`src/rtl/wb_arbiter_pkg.sv`:
```
// Shared widths and the write-back request record used by the arbiter and its bench.
package wb_pkg;
    localparam int XLEN     = 32;
    localparam int REG_AW   = 5;
    localparam int NUM_REGS = 1 << REG_AW;

    typedef struct packed {
        logic              valid;
        logic [REG_AW-1:0] rd;
        logic [XLEN-1:0]   data;
    } wb_req_t;
endpackage

```
`src/rtl/wb_arbiter_if.sv`:
```
// Producer handshakes, decode mark port and register-file write port of the arbiter.
interface wb_arbiter_if #(
    parameter int A_WIDTH = wb_pkg::REG_AW,
    parameter int D_WIDTH = wb_pkg::XLEN
) ();
    logic                  req0_valid;
    logic [A_WIDTH-1:0]    req0_rd;
    logic [D_WIDTH-1:0]    req0_data;
    logic                  req0_ready;
    logic                  req1_valid;
    logic [A_WIDTH-1:0]    req1_rd;
    logic [D_WIDTH-1:0]    req1_data;
    logic                  req1_ready;
    logic                  wb_stall;
    logic                  mark_valid;
    logic [A_WIDTH-1:0]    mark_rd;
    logic                  RegWrite;
    logic [A_WIDTH-1:0]    rd;
    logic [D_WIDTH-1:0]    write_data3;
    logic [2**A_WIDTH-1:0] busy;

    modport slave (
        input  req0_valid, req0_rd, req0_data, req1_valid, req1_rd, req1_data,
        input  wb_stall, mark_valid, mark_rd,
        output req0_ready, req1_ready, RegWrite, rd, write_data3, busy
    );

    modport master (
        output req0_valid, req0_rd, req0_data, req1_valid, req1_rd, req1_data,
        output wb_stall, mark_valid, mark_rd,
        input  req0_ready, req1_ready, RegWrite, rd, write_data3, busy
    );
endinterface

```
`src/rtl/wb_arbiter_rr_arb2.sv`:
```
// Two-requester round-robin arbiter; the pointer flips away from the winner on each advance.
module rr_arb2 (
    input  logic       clk,
    input  logic       rst_n,
    input  logic [1:0] req,
    input  logic       advance,
    output logic [1:0] grant
);
    logic prio_q, prio_d;

    always_comb begin
        grant = 2'b00;
        case (req)
            2'b01:   grant = 2'b01;
            2'b10:   grant = 2'b10;
            2'b11:   grant = prio_q ? 2'b10 : 2'b01;
            default: grant = 2'b00;
        endcase
        prio_d = prio_q;
        // Winner 0 hands priority to 1 and vice versa.
        if (advance) prio_d = grant[0];
    end

    always_ff @(posedge clk or negedge rst_n) begin
        if (!rst_n) prio_q <= 1'b0;
        else        prio_q <= prio_d;
    end
endmodule

```
`src/rtl/wb_arbiter.sv`:
```
// Write-back arbiter: round-robin handshake into a one-entry stage feeding the
// register-file write port, plus the per-register busy scoreboard for decode.
module wb_arbiter
    import wb_pkg::*;
#(
    parameter int A_WIDTH = REG_AW,
    parameter int D_WIDTH = XLEN
) (
    input  logic          clk,
    input  logic          rst_n,
    wb_arbiter_if.slave   bus
);
    localparam int NREGS = 2 ** A_WIDTH;

    typedef struct packed {
        logic               valid;
        logic [A_WIDTH-1:0] rd;
        logic [D_WIDTH-1:0] data;
    } stage_t;

    stage_t             stage_q, stage_d;
    logic [NREGS-1:0]   busy_q, busy_d;
    logic [1:0]         req_vec, grant;
    logic               drain, can_load, rdy0, rdy1, accept;

    assign drain    = stage_q.valid && !bus.wb_stall;
    assign can_load = !stage_q.valid || drain;
    assign req_vec  = {bus.req1_valid, bus.req0_valid};

    rr_arb2 u_arb (
        .clk     (clk),
        .rst_n   (rst_n),
        .req     (req_vec),
        .advance (accept),
        .grant   (grant)
    );

    assign rdy0   = rst_n && can_load && grant[0] && bus.req0_valid;
    assign rdy1   = rst_n && can_load && grant[1] && bus.req1_valid;
    assign accept = rdy0 || rdy1;

    assign bus.req0_ready  = rdy0;
    assign bus.req1_ready  = rdy1;
    assign bus.RegWrite    = drain && (stage_q.rd != '0);
    assign bus.rd          = stage_q.rd;
    assign bus.write_data3 = stage_q.data;
    assign bus.busy        = busy_q;

    always_comb begin
        stage_d = stage_q;
        if (rdy0)       stage_d = '{valid: 1'b1, rd: bus.req0_rd, data: bus.req0_data};
        else if (rdy1)  stage_d = '{valid: 1'b1, rd: bus.req1_rd, data: bus.req1_data};
        else if (drain) stage_d.valid = 1'b0;
    end

    // A new mark beats the drain of the same register: the new producer owns it.
    genvar gi;
    generate
        for (gi = 0; gi < NREGS; gi++) begin : g_busy
            if (gi == 0) begin : g_zero
                assign busy_d[gi] = 1'b0;
            end else begin : g_reg
                logic set_hit, clr_hit;
                assign set_hit    = bus.mark_valid && (bus.mark_rd == A_WIDTH'(gi));
                assign clr_hit    = drain && (stage_q.rd == A_WIDTH'(gi));
                assign busy_d[gi] = set_hit ? 1'b1 : (clr_hit ? 1'b0 : busy_q[gi]);
            end
        end
    endgenerate

    always_ff @(posedge clk or negedge rst_n) begin
        if (!rst_n) begin
            stage_q <= '0;
            busy_q  <= '0;
        end else begin
            stage_q <= stage_d;
            busy_q  <= busy_d;
        end
    end
endmodule

```
`src/flat_wrapper.sv`:
```
// flat-port wrapper written by rule: the top's interface ports become plain ports
module wb_arbiter_flat import wb_pkg::*;
#(
    parameter int A_WIDTH = REG_AW,
    parameter int D_WIDTH = XLEN
)
  (clk, rst_n, bus_req0_valid, bus_req0_rd, bus_req0_data, bus_req1_valid, bus_req1_rd, bus_req1_data, bus_wb_stall, bus_mark_valid, bus_mark_rd, bus_req0_ready, bus_req1_ready, bus_RegWrite, bus_rd, bus_write_data3, bus_busy);
  wb_arbiter_if #(.A_WIDTH(A_WIDTH), .D_WIDTH(D_WIDTH)) bus_i ();
  input  logic clk;
  input  logic rst_n;
  input wire logic [$bits(bus_i.req0_valid)-1:0] bus_req0_valid;
  input wire logic [$bits(bus_i.req0_rd)-1:0] bus_req0_rd;
  input wire logic [$bits(bus_i.req0_data)-1:0] bus_req0_data;
  input wire logic [$bits(bus_i.req1_valid)-1:0] bus_req1_valid;
  input wire logic [$bits(bus_i.req1_rd)-1:0] bus_req1_rd;
  input wire logic [$bits(bus_i.req1_data)-1:0] bus_req1_data;
  input wire logic [$bits(bus_i.wb_stall)-1:0] bus_wb_stall;
  input wire logic [$bits(bus_i.mark_valid)-1:0] bus_mark_valid;
  input wire logic [$bits(bus_i.mark_rd)-1:0] bus_mark_rd;
  output wire logic [$bits(bus_i.req0_ready)-1:0] bus_req0_ready;
  output wire logic [$bits(bus_i.req1_ready)-1:0] bus_req1_ready;
  output wire logic [$bits(bus_i.RegWrite)-1:0] bus_RegWrite;
  output wire logic [$bits(bus_i.rd)-1:0] bus_rd;
  output wire logic [$bits(bus_i.write_data3)-1:0] bus_write_data3;
  output wire logic [$bits(bus_i.busy)-1:0] bus_busy;
  assign bus_i.req0_valid = bus_req0_valid;
  assign bus_i.req0_rd = bus_req0_rd;
  assign bus_i.req0_data = bus_req0_data;
  assign bus_i.req1_valid = bus_req1_valid;
  assign bus_i.req1_rd = bus_req1_rd;
  assign bus_i.req1_data = bus_req1_data;
  assign bus_i.wb_stall = bus_wb_stall;
  assign bus_i.mark_valid = bus_mark_valid;
  assign bus_i.mark_rd = bus_mark_rd;
  assign bus_req0_ready = bus_i.req0_ready;
  assign bus_req1_ready = bus_i.req1_ready;
  assign bus_RegWrite = bus_i.RegWrite;
  assign bus_rd = bus_i.rd;
  assign bus_write_data3 = bus_i.write_data3;
  assign bus_busy = bus_i.busy;
  wb_arbiter #(.A_WIDTH(A_WIDTH), .D_WIDTH(D_WIDTH)) u_core (.clk(clk), .rst_n(rst_n), .bus(bus_i));
endmodule
```
`config.mk`:
```
export PLATFORM = sky130hd
export DESIGN_NAME = wb_arbiter_flat
export DESIGN_NICKNAME = d
export VERILOG_FILES = /design/src/rtl/wb_arbiter_pkg.sv /design/src/rtl/wb_arbiter_if.sv /design/src/rtl/wb_arbiter_rr_arb2.sv /design/src/rtl/wb_arbiter.sv /design/src/flat_wrapper.sv
export SDC_FILE = /design/constraint.sdc
export NUM_CORES = 1
export LEC_CHECK = 0
export BUFFER_PORTS_ARGS = -buffer_cell sky130_fd_sc_hd__buf_2
export CAP_MARGIN = 30
export CORE_AREA = 2 2 96 98
export DETAILED_ROUTE_END_ITERATION = 10
export DIE_AREA = 0 0 98 100
export PLACE_DENSITY_LB_ADDON = 0.05
export SETUP_SLACK_MARGIN = 0.5
export SLEW_MARGIN = 20
export SYNTH_ARGS = -nofsm -noshare
export SYNTH_HDL_FRONTEND = slang
export SYNTH_SLANG_ARGS = --single-unit
```
`constraint.sdc`:
```
create_clock -name clk -period 1.5 [get_ports clk]
set_clock_uncertainty 0.1 [all_clocks]
set_input_delay 0.375 -clock clk [delete_from_list [all_inputs] [get_ports clk]]
set_output_delay 0.375 -clock clk [all_outputs]
set_load 0.02 [all_outputs]
```
# After elaboration in Yosys (flattened, before gate mapping)
# Index checks and enable logic that the tools add are counted.
# word_totals
regBits	70
latch_bits	0
mem_bits_rw	0
rom_bits	0
inputBits	85
output_inout_bits	72
word_cells	275
memories	0
# classes
n_addsub	0
multipliers	0
n_div	0
magnitude_cmp	0
eq_ne	65
n_shift	0
mux	68
bitwise	0
reduce_logical	107
# ops
op	count
5-bit == test, second input constant	32
5-bit by 4-bit == test with 1-bit output, second input constant	16
1-bit logical AND	69
1-bit two-way mux	64
2-bit nonzero test	32
5-bit by 3-bit == test with 1-bit output, second input constant	8
38-bit two-way mux	1
37-bit two-way mux	1
5-bit by 2-bit == test with 1-bit output, second input constant	4
5-bit by 1-bit == test with 1-bit output, second input constant	2
2-bit case mux with 3 select lines	1
5-bit nonzero test	1
2-bit == test, second input constant	2
3-bit nonzero test	1
2-bit by 1-bit == test with 1-bit output, second input constant	1
1-bit zero test	2
1-bit logical OR	2
2-bit two-way mux	1

# Depth between registers and ports, before layout
# Gate-level depths: netlist of the first run.
# logic_depth
ltp_word	8
ltp_mapped	5
depth_no_buf	3

# Modules after synthesis
# Synthesis of the first run repeated with hierarchy kept, for this count alone.
# unflattened
hier_cells	404
area_unflattened_um2	3713.6
# by_module_without_submodules
module	n_inst	cells_each	area_per_inst_um2	seq_area_each_um2
wb_arbiter	1	399	3651.0	1726.7
rr_arb2	1	5	62.6	25.0

# Worst setup path after synthesis of the first run
# OpenSTA, ideal clock, no wires.
# synth_path
kind	register to output
start	reg u_core.stage_q[37] in the netlist's numbering
end	out bus_req1_ready
arrival_ns	1.402
required_ns	1.025
path_slack_ns	-0.377
stages_incl_launch_ff	6
n_path_buf	2
cell_sequence	dfrtp_1 a21boi_2 buf_2 buf_2 nand2_1 a21oi_1
# synth_between
elab_chain_len	5
word_cells_on_any_way	6
cone_classes	reduce/logical (6)
# synth_lines
item	line_no	rtl
from (decl)	wb_arbiter.sv:21	stage_t stage_q, stage_d;
from (signal assigned)	wb_arbiter.sv:76	stage_q <= stage_d;
1-bit zero test or 1-bit logical AND (tied branches)	wb_arbiter.sv:27, wb_arbiter.sv:26	
1-bit logical OR (*)	wb_arbiter.sv:27	assign can_load = !stage_q.valid || drain;
1-bit logical AND (*) (3 in a row)	wb_arbiter.sv:39	assign rdy1 = rst_n && can_load && grant[1] && bus.req1_valid;
to (decl)	flat_wrapper.sv:21	output wire logic [$bits(bus_i.req1_ready)-1:0] bus_req1_ready;
# Mark *: on every way between the ends. The rest lies on a longest branch, timed or not.

# Worst setup path after layout of the first run
# layout_path
start	reg u_core.stage_q (netlist bit u_core.bus.rd[2])
end	out bus_RegWrite
# layout_between
elab_chain_len	2
# layout_lines
item	line_no	rtl
5-bit nonzero test	wb_arbiter.sv:44	assign bus.RegWrite = drain && (stage_q.rd != '0);
1-bit logical AND	wb_arbiter.sv:44	
to (decl)	flat_wrapper.sv:22	output wire logic [$bits(bus_i.RegWrite)-1:0] bus_RegWrite;
# No other way between the ends.

==> flow_summary.yaml, run 1 <==
global_route:
  grt_pass1_vias: 3885
  grt_max_degree: 54
  antenna_found_initial: 1
  grt_pass1_wl_um: 19110
  gr-total-overflow: 0
  grtUsageTotal_pct: 24.18
worst_setup_path:
  path_max_fanout: 2
  end_kind: "output pin"
  critPathTopFamily: "simple AND/OR/NAND/NOR gates"
  path_cells: "or2_4 -> nor3_4 -> nor3b_2 -> buf_4"
  crit_required_ps: 1020
  cpMaxStageDelayCell: "dfrtp_1"
  start_kind: "register"
  crit_buf_inv: 1
  path_class: "register to output pin"
  crit_path_max_incr_delay_ps: 390
  arrival_ps: 1410
run_status:
  status: "finished, violations left"
  violations: "setup timing"
place:
  place_hpwl_um: 7972
  pre_cts_ws_ps: -153.0
  io_buffers: 155
  place_area_um2: 4564
  post-place-cells: 625
  gp_congestion: 0.8013
floorplan:
  ios: 157
  start_util_pct: 41.65
  core_area_um2: 8890
  die-area_um2: 9800
  num_rows: 35
  die_y_um: 100
  fp.dieW_um: 98
clocking:
  cts_tree: "built"
  clk_latency_ps: 340
  clkTransAtPathRegs_ps: 80
  clock_path_buffers: 2
  cts_root_buf: "clkbuf_8"
  clock_sinks: 70
  cts-htree-levels: 3
  cts-buffers-inserted: 9
cells_and_area:
  fin_area_um2: 6590
  multiInputGateArea_um2: 1989
  drive_above_1_share_pct: 57.50
  finalNonFillerCells: 718
  final_nets: 688
  diodes: 0
  seqCellArea_um2: 1757
  areaGrowthSynthToFinish_pct: 78.00
  fillCellCount: 622
  fin_util_pct: 74.13
synth:
  ys_seq_elements: 70
  ys_top_cells_by_area: "dfrtp_1, buf_4, o21ai_0, a31oi_1, nand4_1"
  synth.net_count: 485
  synth_top_cell_by_area: "dfrtp_1"
  synth_area_per_cell_um2: 9.256
  synth_area_um2: 3702
  synth_top_area_share_pct: 47.31
  yosysSeqAreaShare_pct: 47.31
  synth_edf_count: 0
  async_flop_share_pct: 100.0
  synth-main-ff-cell: "dfrtp_1"
  syn_inst: 400
  yosysWarnings: 0
  synth_commonest_cells: "dfrtp_1, o21ai_0, a21oi_1"
  synth.distinct_cells: 31
  synthMostInstantiatedCell: "dfrtp_1"
route:
  remaining_drc_errors: 0
  ant_nets: 0
  wl_per_cell_um: 18.27
  via_per_inst: 5.595
  firstDrtPassIters: 4
  routed_wl_um: 13120
  vias: 4017
  drtIter0Drc: 128
flow_run:
  drv_cap: 0
timing:
  fin_tns_setup_ps: -12160
  slew_headroom_pct: 54.95
  finalSetupViolCount: 72
  finalHoldViolCount: 0
  achievable-frequency_ghz: 0.5310
  min_period_ps: 1883
  hold_ws_ps: 110.0
  slew_viol_final: 0
  period_share_pct: 125.6
  rsz0062_at_grt: "yes"
  worstMarginPinSlew_ps: 675.8
  setup_ws_ps: -383.4
hold_path:
  hold_path_class: "input pin to asynchronous set/reset pin"
power_and_ir_drop:
  irDropWorstVdd_v: 0.0006150
  powerDensity_nw_per_um2: 1416
  leakagePower_nw: 2.815
  p_total_mw: 9.330
[metal layers]
metal / routed length, µm / up-vias / global-route usage (%)
li1: - / 1894 / -
met3: 756 / 24 / 4.248
met5: 13 / - / 0
met4: 275 / 2 / 8.120
met2: 7014 / 141 / 44.20
met1: 5057 / 1956 / 28.83
[state kept, by name, indices dropped and copies added (netlist names)]
name,count
u_core.stage_q,1
u_core.bus.write_data3,32
u_core.bus.rd,5
u_core.bus.busy,31
u_core.u_arb.prio_q,1
[layout make-up]
type	instances	area share, %
Multi-Input combinational cell	251	30.19
Clock buffer	9	1.880
Timing Repair Buffer	270	37.42
Inverter	1	0.05696
Tap cell	111	2.107
Sequential cell	70	26.66
Clock inverter	6	1.690
[final timing paths]
path / start / endpoint / slack [ps] / cells after the start
min in group clk: bus_req1_data[1] / u_core.bus.write_data3[1] / 200 / 3
max in group asynchronous: rst_n / u_core.bus.rd[0] / 580 / 3
min reg2reg: u_core.u_arb.prio_q / u_core.u_arb.prio_q / 470 / 1
max: u_core.bus.rd[2] / bus_RegWrite / -380 / 4
max reg2reg: u_core.bus.rd[4] / u_core.bus.busy[6] / -240 / 6
min: rst_n / u_core.bus.busy[21] / 110 / 2
[kinds of logic after synthesis]
group / Yosys count / synth area share (%)
AO/OA/AOI/OAI: 180 / 29.03
buffers and inverters: 79 / 12.44
flip-flops: 70 / 47.31
other: 1 / 0.1013
AND/OR/NAND/NOR: 70 / 11.12
[report_power, final]
| part | total (mW) | internal (mW) | switching [mW] |
|---|---|---|---|
| clock network | 1.83 | 1.10 | 0.738 |
| registers | 2.79 | 2.38 | 0.409 |
| logic | 4.70 | 2.50 | 2.20 |
[timing repair]
action / 4_1_cts / 5_1_grt
endpoints found under the setup margin: 141 / 147
pin swaps: 30 / 47
cloned: 2 / 6
buffers inserted: 42 / 27
hold buffers: 1 / 0
endpoints found under the hold margin: 17 / 0
gates resized for setup: 195 / 75
[cells in the final DEF (no fill, tap or decap), types with 5 or more instances in the layout]
cell       synthesis  layout
a21oi_2            0       5
dfrtp_1           70      66
a21oi_1           39      33
o21ai_0           56      28
clkbuf_16          0       5
o31ai_2            6      10
clkbuf_8           0       9
a31oi_1           38      34
buf_2             10      83
nand2_1            8       5
buf_4             38      70
buf_12             0      12
o21ai_1           12      38
buf_6              1      93
o31ai_4            0      21
nand4_1           38      38
buf_8              0       5
Note: power is estimated with default switching activity, not from simulation.
==> inputs of run 2 (changes only) <==
--- a/config.mk
+++ b/config.mk
@@ -10,8 +10,10 @@
 export CORE_AREA = 2 2 96 98
 export DETAILED_ROUTE_END_ITERATION = 10
 export DIE_AREA = 0 0 98 100
-export PLACE_DENSITY_LB_ADDON = 0.05
+export GPL_TIMING_DRIVEN = 1
+export PLACE_DENSITY = 0.82
 export SETUP_SLACK_MARGIN = 0.5
+export SKIP_CTS_REPAIR_TIMING = 1
 export SLEW_MARGIN = 20
 export SYNTH_ARGS = -nofsm -noshare
 export SYNTH_HDL_FRONTEND = slang
==> run 2 against run 1 <==
- the flow still finishes with violations (setup timing)
- flip-flop and latch count stayed put
- first-iteration DRC count grew 58%
- register-to-register slack better by 20 ps
- core utilization shrank 8.1 points
- final cell count fell by 5.0%
- total power decreased by 4.1%
- worst setup slack worse by 9.7 ps
- non-clock buffer count is 37 lower
- critical path depth stayed put
- cell area fell by 11%
- critical endpoint unchanged
==> flow_summary.yaml, run 2 (same netlist as run 1, synthesis figures left out) <==
place:
  place_area_um2: 4582
  io_buffers: 155
  place_hpwl_um: 7758
  gp_congestion: 0.8375
worst_setup_path:
  arrival_ps: 1420
  r2r-start: "u_core.stage_q[37]"
  crit_required_ps: 1020
  start_kind: "register"
  path_class: "register to output pin"
  end_kind: "output pin"
  reg2reg_depth: 4
  worstSetupStartpoint: "u_core.bus.rd[2]"
  ff2ff_setup_slack_ps: -220
  worstReg2RegEnd: "u_core.bus.busy[3]"
  crit_end: "bus_RegWrite"
  path_max_fanout: 2
clocking:
  clock_path_buffers: 2
  cts-buffers-inserted: 9
  cts-htree-levels: 3
  cts_tree: "built"
  clock_sinks: 70
  clkTransAtPathRegs_ps: 90
  cts_root_buf: "clkbuf_8"
  clk_latency_ps: 350
floorplan:
  die_y_um: 100
  die-area_um2: 9800
  fp.dieW_um: 98
  ios: 157
  core_area_um2: 8890
  start_util_pct: 41.65
  num_rows: 35
timing:
  finalHoldViolCount: 0
  min_period_ps: 1893
  achievable-frequency_ghz: 0.5282
  worstMarginPinSlew_ps: 684.6
  finalSetupViolCount: 52
  period_share_pct: 126.2
  rsz0062_at_grt: "yes"
  slew_headroom_pct: 54.36
  setup_ws_ps: -393.1
  hold_ws_ps: 77.85
  slew_viol_final: 0
power_and_ir_drop:
  irDropWorstVdd_v: 0.0006056
  powerDensity_nw_per_um2: 1524
  leakagePower_nw: 2.522
cells_and_area:
  drive_above_1_share_pct: 52.01
  fin_area_um2: 5868
  mostFrequentLayoutCell: "buf_2"
  largest_reg_flops: 32
  final_nets: 651
  areaGrowthSynthToFinish_pct: 58.50
  layout_common_cells: "buf_2, buf_6, buf_4, dfrtp_1"
  diodes: 0
route:
  vias: 3957
  drtIter0Drc: 202
  remaining_drc_errors: 0
  wl_per_cell_um: 18.86
  ant_nets: 0
  via_per_inst: 5.802
  firstDrtPassIters: 5
  routed_wl_um: 12860
global_route:
  antenna_found_initial: 0
  gr-total-overflow: 0
  grt_max_degree: 54
  grt_pass1_wl_um: 17490
  grt_pass1_vias: 3557
  grtUsageTotal_pct: 22.11
run_status:
  status: "finished, violations left"
  violations: "setup timing"
hold_path:
  hold_path_class: "input pin to asynchronous set/reset pin"
flow_run:
  drv_cap: 0
## run 2: changes by cell type in the layout (fill, tap and decap cells not counted), moves of 5 or more
cell | previous run | this run
o31ai_4 | 21 | 12
a21oi_2 | 5 | 0
a21oi_1 | 33 | 38
clkbuf_16 | 5 | 0
buf_6 | 93 | 75
buf_12 | 12 | 5
o31ai_2 | 10 | 15
## run 2: final cells by class
cell class	instances	area, µm²
inverters	1	3.754
well taps	111	138.9
fillers	660	3022
clock inverters	7	146.4
multi-input cells	251	1805
flip-flops and latches	70	1757
clock buffers	9	123.9
repair buffers	233	1893
## run 2: worst min path at each step
stage          start             endpoint  slack (ps)  depth (start not counted)
6_report       rst_n  u_core.bus.busy[15]          80                          2
5_1_grt        rst_n  u_core.bus.busy[28]         130                          2
4_1_cts        rst_n     u_core.bus.rd[2]        -110                          2
3_5_place_dp   rst_n     u_core.bus.rd[2]         270                          2
3_3_place_gp   rst_n     u_core.bus.rd[2]         270                          2
2_1_floorplan  rst_n  u_core.bus.busy[10]         -20                          0
## run 2: routing by layer
metal | wire [µm] | up-vias | track usage [%]
met4 | 239 | 0 | 8.868
met3 | 1076 | 24 | 4.109
met5 | 0 | - | 0
li1 | - | 1814 | -
met2 | 6508 | 237 | 35.93
met1 | 5038 | 1882 | 29.45
## run 2: per-stage QoR
step                      worst slack [ps]  std cells  TNS, ps  utilization [%]  power (mW)
final                               -393.1        682    -3103            66.01       8.944
after global routing                -427.8        682    -7289            66.01       9.299
after CTS                           -435.3        640    -4356            54.58       7.373
after detailed placement            -167.8        624    -6461            51.54       5.314
after global placement              -136.7        624    -3727            51.54       5.218
after floorplan                     -107.2        400   -474.7                -       4.600
## run 2: critical path: stages (launching register included)
cell and delay [ps]:
dfrtp_1 390, or2_4 260, nor3_4 170, nor3b_2 80, buf_4 160
## run 2: report_power, final
group | internal [mW] | switching (mW)
Sequential | 2.38 | 0.442
Clock | 1.28 | 0.787
Combinational | 2.03 | 2.02
Total | 5.69 | 3.25
==> inputs of run 3 (changes only) <==
==> constraint.sdc (replaced) <==
create_clock -name clk -period 1.5 [get_ports clk]
set_clock_uncertainty 0.1 [all_clocks]
set_input_delay 0.225 -clock clk [delete_from_list [all_inputs] [get_ports clk]]
set_output_delay 0.225 -clock clk [all_outputs]
set_load 0.02 [all_outputs]
==> run 3 against run 2 <==
- the flow finishes with violations (hold timing, setup timing)
- hold slack worse by 140 ps
- worst setup slack better by 170 ps
- core utilization is 1.1 points higher
- total power down 2.2%
- global-route usage is 0.56 points higher
- flip-flop and latch count unchanged
- clock-buffer cell count rose by 1
- first-iteration DRC count rose by 14%
- register-to-register slack improved by 20 ps
- critical path depth stayed put
- combinational power is 4% higher
- fmax is 9.6% higher
==> flow_summary.yaml, run 3 (same netlist as run 1, synthesis figures left out) <==
floorplan:
  die-area_um2: 9800
  fp.dieW_um: 98
  die_y_um: 100
  core_area_um2: 8890
  num_rows: 35
  start_util_pct: 41.65
  ios: 157
place:
  io_buffers: 155
  place_hpwl_um: 8018
  post-place-cells: 620
  pre_cts_ws_ps: -116.8
  gp_congestion: 0.8629
  place_area_um2: 4498
clocking:
  clkTransAtPathRegs_ps: 80
  cts-buffers-inserted: 9
  clk_latency_ps: 340
  cts_tree: "built"
  cts_root_buf: "clkbuf_8"
  clock_sinks: 70
  clock_path_buffers: 2
  cts-htree-levels: 3
run_status:
  violations: "hold timing, setup timing"
  status: "finished, violations left"
worst_setup_path:
  ff2ff_setup_slack_ps: -200
  worstReg2RegEnd: "u_core.bus.busy[15]"
  path_class: "register to output pin"
  crit_path_max_incr_delay_ps: 420
  reg2reg_depth: 4
  r2r-start: "u_core.stage_q[37]"
  path_cells: "or2_4 -> nor3_4 -> nor3b_2 -> buf_4"
  crit_buf_inv: 1
  arrival_ps: 1400
  critPathTopFamily: "simple AND/OR/NAND/NOR gates"
  start_kind: "register"
  end_kind: "output pin"
  path_max_fanout: 4
  cpMaxStageDelayCell: "dfrtp_1"
  crit_required_ps: 1170
power_and_ir_drop:
  irDropWorstVdd_v: 0.0007036
  leakagePower_nw: 2.551
  p_total_mw: 8.749
  powerDensity_nw_per_um2: 1467
timing:
  hold_ws_ps: -57.76
  finalSetupViolCount: 25
  achievable-frequency_ghz: 0.5789
  worstMarginPinSlew_ps: 714.3
  finalHoldViolCount: 54
  fin_tns_setup_ps: -1533
  slew_headroom_pct: 52.38
  period_share_pct: 115.2
  setup_ws_ps: -227.5
  slew_viol_final: 0
  rsz0062_at_grt: "yes"
  min_period_ps: 1727
cells_and_area:
  areaGrowthSynthToFinish_pct: 61.10
  mostFrequentLayoutCell: "buf_2"
  largest_reg_flops: 32
  final_nets: 652
  fin_area_um2: 5964
  multiInputGateArea_um2: 1813
  seqCellArea_um2: 1754
  diodes: 0
  layout_common_cells: "buf_2, buf_6, dfrtp_1, buf_4, o21ai_1"
  fin_util_pct: 67.09
  fillCellCount: 658
  drive_above_1_share_pct: 52.80
  finalNonFillerCells: 683
global_route:
  grtUsageTotal_pct: 22.67
  gr-total-overflow: 0
  grt_pass1_vias: 3593
  grt_pass1_wl_um: 17930
  grt_max_degree: 55
  antenna_found_initial: 0
route:
  wl_per_cell_um: 19.29
  drtIter0Drc: 231
  routed_wl_um: 13180
  via_per_inst: 5.919
  vias: 4043
  remaining_drc_errors: 0
  firstDrtPassIters: 6
  ant_nets: 0
flow_run:
  drv_cap: 0
hold_path:
  hold_path_class: "input pin to asynchronous set/reset pin"
run 3: final cells by class:
| type | count | share of cell area (%) |
|---|---|---|
| Clock inverter | 6 | 1.426 |
| Multi-Input combinational cell | 251 | 30.40 |
| Timing Repair Buffer | 234 | 34.07 |
| Tap cell | 111 | 2.329 |
| Clock buffer | 10 | 2.308 |
| Inverter | 1 | 0.06293 |
| Sequential cell | 70 | 29.41 |
run 3: routing by layer:
layer	share of wire [%]	up-vias	wire length (µm)	global-route usage, %
li1	-	1799	-	-
met1	37	1925	4911	29.45
met3	8.2	35	1083	4.596
met2	52	284	6800	37.20
met5	0	-	0	0
met4	2.9	0	380	9.509
run 3: worst reg2reg max path: stages, from the launching register on:
cell and delay (ps):
dfrtp_2 440, or3b_1 380, buf_6 190, o31ai_1 340
o21ai_1 120
run 3: power by group:
| part | internal, mW | leakage [nW] | switching, mW |
|---|---|---|---|
| registers | 2.38 | 0.798 | 0.427 |
| logic | 2.13 | 1.65 | 2.06 |
| clock network | 0.976 | 0.108 | 0.766 |
run 3: how the worst max path moves through the flow:
| stage | depth (start not counted) | to | slack [ps] | startpoint |
|---|---|---|---|---|
| 3_3_place_gp | 4 | u_core.bus.busy[1] | -9 | u_core.stage_q[37] |
| 3_5_place_dp | 4 | u_core.bus.busy[6] | -120 | u_core.stage_q[37] |
| 4_1_cts | 4 | bus_RegWrite | -340 | u_core.bus.rd[1] |
| 5_1_grt | 4 | bus_RegWrite | -290 | u_core.bus.rd[1] |
| 6_report | 4 | bus_RegWrite | -230 | u_core.bus.rd[1] |
| 2_1_floorplan | 5 | u_core.bus.busy[3] | 5 | u_core.stage_q[37] |
